--- src/rtl/serial_adder.sv ---
// rtl/serial_adder.sv - bit-serial LSB-first adder with registered carry; SERIAL_ADDER_SUB_EN adds A-B via Sub
module serial_adder #(
    parameter int WIDTH = 8
) (
    input  logic             CLK,
    input  logic             Reset_L,
    input  logic             Start,
    input  logic [WIDTH-1:0] A,
    input  logic [WIDTH-1:0] B,
`ifdef SERIAL_ADDER_SUB_EN
    input  logic             Sub,
`endif
    output logic             Busy,
    output logic             Done,
    output logic [WIDTH-1:0] Sum,
    output logic             Cout
);

    localparam int CW = (WIDTH > 2) ? $clog2(WIDTH) : 1;

    typedef enum logic [1:0] {
        IDLE  = 2'd0,
        SHIFT = 2'd1,
        DONE  = 2'd2
    } state_t;

    state_t           state;
    state_t           state_next;
    logic [WIDTH-1:0] opa;
    logic [WIDTH-1:0] opb;
    logic [WIDTH-1:0] work;
    logic [CW-1:0]    cnt;
    logic             carry;
    logic             sub_in;

    logic p, g, s, t, c_next, last_bit, accept;

`ifdef SERIAL_ADDER_SUB_EN
    assign sub_in = Sub;
`else
    assign sub_in = 1'b0;
`endif

    // Two cascaded half adders plus OR form the full adder for the current bit.
    always_comb begin
        p        = opa[0] ^ opb[0];
        g        = opa[0] & opb[0];
        s        = p ^ carry;
        t        = p & carry;
        c_next   = g | t;
        last_bit = (cnt == CW'(WIDTH - 1));
        accept   = (state == IDLE) && Start;
    end

    always_ff @(posedge CLK or negedge Reset_L) begin
        if (!Reset_L) begin
            state <= IDLE;
        end else begin
            state <= state_next;
        end
    end

    always_comb begin
        state_next = state;
        Busy       = 1'b0;
        Done       = 1'b0;
        case (state)
            IDLE: begin
                if (Start) begin
                    state_next = SHIFT;
                end
            end
            SHIFT: begin
                Busy = 1'b1;
                if (last_bit) begin
                    state_next = DONE;
                end
            end
            DONE: begin
                Busy       = 1'b1;
                Done       = 1'b1;
                state_next = IDLE;
            end
            default: begin
                state_next = IDLE;
            end
        endcase
    end

    // Sum/Cout are written only on the final bit so partial results never leak out.
    always_ff @(posedge CLK or negedge Reset_L) begin
        if (!Reset_L) begin
            opa   <= '0;
            opb   <= '0;
            work  <= '0;
            cnt   <= '0;
            carry <= 1'b0;
            Sum   <= '0;
            Cout  <= 1'b0;
        end else if (accept) begin
            opa   <= A;
            opb   <= sub_in ? ~B : B;
            carry <= sub_in;
            cnt   <= '0;
        end else if (state == SHIFT) begin
            opa   <= opa >> 1;
            opb   <= opb >> 1;
            work  <= {s, work[WIDTH-1:1]};
            carry <= c_next;
            cnt   <= cnt + CW'(1);
            if (last_bit) begin
                Sum  <= {s, work[WIDTH-1:1]};
                Cout <= c_next;
            end
        end
    end

endmodule

--- config.mk ---
export PLATFORM = sky130hd
export DESIGN_NAME = serial_adder
export DESIGN_NICKNAME = d
export VERILOG_FILES = /design/src/rtl/serial_adder.sv
export SDC_FILE = /design/constraint.sdc
export NUM_CORES = 1
export LEC_CHECK = 0
export BUFFER_PORTS_ARGS = -buffer_cell sky130_fd_sc_hd__buf_2
export CORE_UTILIZATION = 58
export DETAILED_ROUTE_END_ITERATION = 16
export HOLD_SLACK_MARGIN = 0.03
export PLACE_DENSITY = 0.83
export SETUP_SLACK_MARGIN = 0.15
export SLEW_MARGIN = 40
export SYNTH_ARGS = -nofsm -noshare
export SYNTH_HDL_FRONTEND = slang
export SYNTH_SLANG_ARGS = --single-unit
--- constraint.sdc ---
create_clock -name CLK -period 2.5 [get_ports CLK]
set_input_delay 0.375 -clock CLK [delete_from_list [all_inputs] [get_ports CLK]]
set_output_delay 0.375 -clock CLK [all_outputs]
set_load 0.005 [all_outputs]
Word level (Yosys, flattened, before mapping)
Cells that the tools add are included.

storage, ports and cells
  bits in registers = 39
  output and inout bits = 11

operators by class
  add/subtract/negate cells = 1
  eq/ne operators = 5
  muxes and demuxes = 13
  bitwise operators = 6
  reductions and logical operators = 7

operators by type and width
  cell                                                 count
  two-way mux 8 bit                                    4
  two-way mux 3 bit                                    2
  two-way mux 1 bit                                    4
  two-way mux 2 bit                                    2
  != test 2 bit, second input constant                 2
  one-hot mux 2 bit (2 select lines)                   1
  AND reduction 2 bit                                  2
  adder 3 x 1 -> 3 bit, second input constant          1
  equality test 3 bit, second input constant           1
  AND reduction 3 bit                                  1
  bitwise AND 1 bit                                    2
  equality test 2 x 1 -> 1 bit, second input constant  1
  equality test 2 bit, second input constant           1
  logical NOT 2 bit                                    1
  nonzero test 2 bit                                   1
  OR reduction 2 bit                                   1
  bitwise XOR 1 bit                                    2
  logical AND 1 bit                                    1
  NOT 1 bit                                            1
  bitwise OR 1 bit                                     1

Longest topological paths before layout
  depth after elaboration = 5
  mapped depth = 7
  mapped depth without buffers = 5

Least setup slack after synthesis
Ideal clock, no wire load.

  path kind = register to register
  from = reg state[0]
  to = reg Cout
  setup time = 125 ps
  arrival = 1379 ps
  required time = 2375 ps
  slack = 996 ps
  cell stages (with the launch flop) = 7
  buffers on the path = 1
  period minus slack after synthesis = 1504 ps
  path through = dfrtp_1 -> inv_1 -> ha_1 -> and2_1 -> buf_6 -> nor2_8 -> mux2_2

on the way
  cells in the longest elaborated chain, start to end = 4
  elaborated cells on any way between the ends = 5

RTL lines
  element                            line  source
  start, declared                    27    state_t state;
  start signal, assigned             59    state <= state_next;
  logical NOT 2 bit                  52    accept = (state == IDLE) && Start;
  logical AND 1 bit                  52
  NOT 1 bit (no line)                -
  AND reduction 3 bit (no line) (*)  -
  end signal, assigned               113   Cout <= c_next;
  end, declared                      16    output logic Cout

Mark *: on every way between the ends. The rest lies on a longest branch, timed or not.
A chain may end at the register's enable or synchronous reset.

Final worst setup path
  from = reg state[1]
  to = reg work[2]

on the way
  cells in the longest elaborated chain, start to end = 4
  elaborated cells on any way between the ends = 5

RTL lines
  element                            line  source
  logical NOT 2 bit                  52
  logical AND 1 bit                  52
  NOT 1 bit (no line)                -
  AND reduction 2 bit (no line) (*)  -
  end signal, assigned               108   work <= {s, work[WIDTH-1:1]};
  end, declared                      31    logic [WIDTH-1:0] work;

Marked as above.

==> metrics.md <==
| Metric | Value |
|---|---|
| Total half-perimeter wirelength after legalization and detailed placement | `1856 um` |
| Diode insertion count for antenna repair | `0` |
| Routed Wire Length | `2644 um` |
| Tightest slew margin relative to the limit | `69.73%` |
| Port Buf Inserts | `29` |
| Worst ir drop on vdd | `0.0008463 V` |
| Clk_lat worst skew | `340 ps` |
| Synth warn | `0` |
| Met2 Resource Use GR | `31.46%` |
| Total negative slack | `0 ps` |
| Synth Register Bits | `38` |
| Crit Path Max Fanout | `27` |
| Critical path endpoint category | `flop` |
| Placed cell count | `190` |
| Post-CTS clock slew at the launch and capture registers of the worst setup and hold paths | `110 ps` |
| Total number of H-tree levels | `2` |
| Drt pass-1 iters | `2` |
| Number of DRC violations after detailed-routing iteration 0 | `26` |
| Sequential Area | `950.9 um2` |
| Global routing met1 resource utilization | `25.24%` |
| R2r worst-path depth | `4` |
| Syn Nets | `161` |
| Type of the most critical hold path | `in -> reg` |
| Number of buffers inserted during clock tree synthesis | `5` |
| Status | `completed` |
| Final Non-Filler Cells | `199` |
| Leakage power of the design | `0.9793 nW` |
| Width of the die | `56.13 um` |
| Filler cell count | `215` |
| Overflow after GRT | `0` |
| Total area of multi-input combinational cells | `686.9 um2` |
| CTS-repair resized insts | `0` |
| Hold Fails Final Rpt | `0` |
| Tightest Pin Transition | `454.0 ps` |
| Setup repair after global routing missed its margin | `no` |
| Max Slew Vio Count | `0` |
| FMAX | `614.4 MHz` |
| Critical path data required time | `2730 ps` |
| Final GP Congestion | `0.7244` |
| Area grow syn2layout | `13.03%` |
| Post-detailed-route count of antenna-violating nets | `0` |
| Core area | `2758 um2` |
| Die H | `56.13 um` |
| Wire length of the first global-routing pass | `4761 um` |
| Max-cap violations | `0` |
| Synth unique cells | `20` |
| Most used routing layer in global routing | `met2` |
| Period utilization | `65.10%` |
| Top-Level Pins | `30` |
| Starting density of the core | `61.62%` |
| Signal arrival time at the worst endpoint | `1860 ps` |
| Category of the most critical setup path | `reg -> reg` |
| Power Dens Cells | `1138 nW/um2` |
| Core Rows | `19` |
| Clock tree from TritonCTS | `done` |
| Post-Synthesis Cell Area | `1699 um2` |
| Global routing usage summed across all routing layers | `20.04%` |
| Sequential fraction of the synthesis area | `55.96%` |
| Via-to-Cell Ratio | `5.206` |
| Number of global-route vias before repair | `1049` |
| Die outline area | `3150 um2` |
| Wire per inst | `13.29 um` |
| Average instance area after synthesis | `12.59 um2` |
| Number of clock sinks seen by CTS | `38` |
| Final setup violation count | `0` |
| Layout cells sized above 1 | `33.33%` |
| CP startpoint kind | `flop` |
| Number of antenna violations at the first check in global routing | `0` |
| Met3 layer usage reported by global route | `7.442%` |
| Master cell of the clock root buffer | `sky130_fd_sc_hd__clkbuf_4` |
| Total via count in the routed design | `1036` |
| Maximum root-to-sink buffer count | `2` |
| Synthesized netlist cell count | `135` |
| Final period demand of the worst path | `1628 ps` |
| Net count reported at finish | `193` |
| Maximum number of pins on one net before global-route repair | `39` |
| Hold Path Stages | `3` |
| Clock skew after layout | `2.522 ps` |
| Post-route DRC violation count | `0` |
Yosys cell counts, drive strengths merged:
| library cell | instances | area share, % |
|---|---|---|
| and2 | 1 | 0.37 |
| dfrtp | 38 | 56 |
| clkbuf | 1 | 0.29 |
| mux2i | 17 | 10 |
| buf | 6 | 2.7 |
| o21ai | 17 | 5.0 |
| inv | 3 | 0.66 |
| a21oi | 1 | 0.29 |
| nor2 | 5 | 2.1 |
| nand2 | 17 | 3.8 |
| xnor2 | 1 | 0.52 |
| o21a | 1 | 0.44 |
| nor2b | 1 | 0.37 |
| nand2b | 2 | 0.74 |
| mux2 | 17 | 11 |
| fa | 1 | 1.2 |
| ha | 6 | 4.4 |
report_power, final:
part	internal, W	leakage, nW	switching (W)	total [W]
clock network	0.000136	0.0353	0.000194	0.000330
logic	0.000434	0.460	0.000388	0.000822
registers	0.000879	0.484	0.000154	0.00103
per-stage QoR:
stage / hold WS (ps) / area (um2) / setup WS (ps) / total power (W) / utilization (%)
2_1_floorplan: 79.41 / 1699 / 996.0 / 0.001687 / -
3_3_place_gp: 487.4 / 1848 / 963.1 / 0.001824 / 67.01
3_5_place_dp: 491.4 / 1848 / 887.6 / 0.001885 / 67.01
4_1_cts: 130.0 / 1908 / 860.2 / 0.002219 / 69.19
5_1_grt: 222.7 / 1921 / 789.8 / 0.002360 / 69.65
6_report: 231.7 / 1921 / 872.5 / 0.002186 / 69.65
layout make-up:
cell class	instances	share of cell area, %
inverters	3	0.5863
repair buffers	32	8.990
multi-input cells	87	35.77
well taps	31	2.020
flip-flops and latches	38	49.51
clock inverters	1	0.2606
clock buffers	7	2.866
kinds of logic after synthesis:
| kind of cell | after synthesis | synth area share, % |
|---|---|---|
| xor gates and xnor gates | 1 | 0.5156 |
| and+or+nand+nor | 26 | 7.290 |
| muxes | 34 | 21.28 |
| adders and majority gates | 7 | 5.596 |
| DFF | 38 | 55.96 |
| buffers and inverters | 10 | 3.608 |
| AOI/OAI and AO/OA | 19 | 5.744 |
state kept, by name, indices dropped and copies added, names as in the netlist:
name   count
Sum        8
state      2
Cout       1
opa        8
carry      1
cnt        3
opb        8
work       7
what timing repair did:
item / 4_1_cts / 5_1_grt
hold buffers: 0 / 1
setup buffers: 0 / 0
hold endpoints to repair: 0 / 38
path summary, 6_finish.rpt:
path | start | endpoint | slack, ps
worst max-delay path | state[1] | work[2] | 870
worst min-delay path | B[2] | opb[2] | 230
worst max register to register | state[1] | work[2] | 870
worst min register to register | Sum[6] | Sum[6] | 510
max in group asynchronous | Reset_L | cnt[1] | 1670
min in group asynchronous | Reset_L | Sum[4] | 510
worst max-delay path, stage by stage (launching register included):
cell                      delay, ps
sky130_fd_sc_hd__dfrtp_1        390
sky130_fd_sc_hd__inv_1          120
sky130_fd_sc_hd__ha_1           240
sky130_fd_sc_hd__buf_4          380
sky130_fd_sc_hd__mux2_2         380
cells in the final DEF (no fill, tap or decap), drive strengths merged:
master and n:
a21oi 1, and2 1, buf 31, clkbuf 7, clkinv 1, dfrtp 38, dlygate4sd3 1, fa 1
ha 6, inv 3, mux2 17, mux2i 17, nand2 17, nand2b 2, nor2 5, nor2b 1
o21a 1, o21ai 17, xnor2 1
metal layers:
layer	wire length, um	vias up	part of all wire, %
li1	-	522	-
met2	1301	17	49
met4	49	0	1.9
met1	1181	491	45
met5	0	-	0
met3	113	6	4.3
Power figures use the tool's default switching activity.
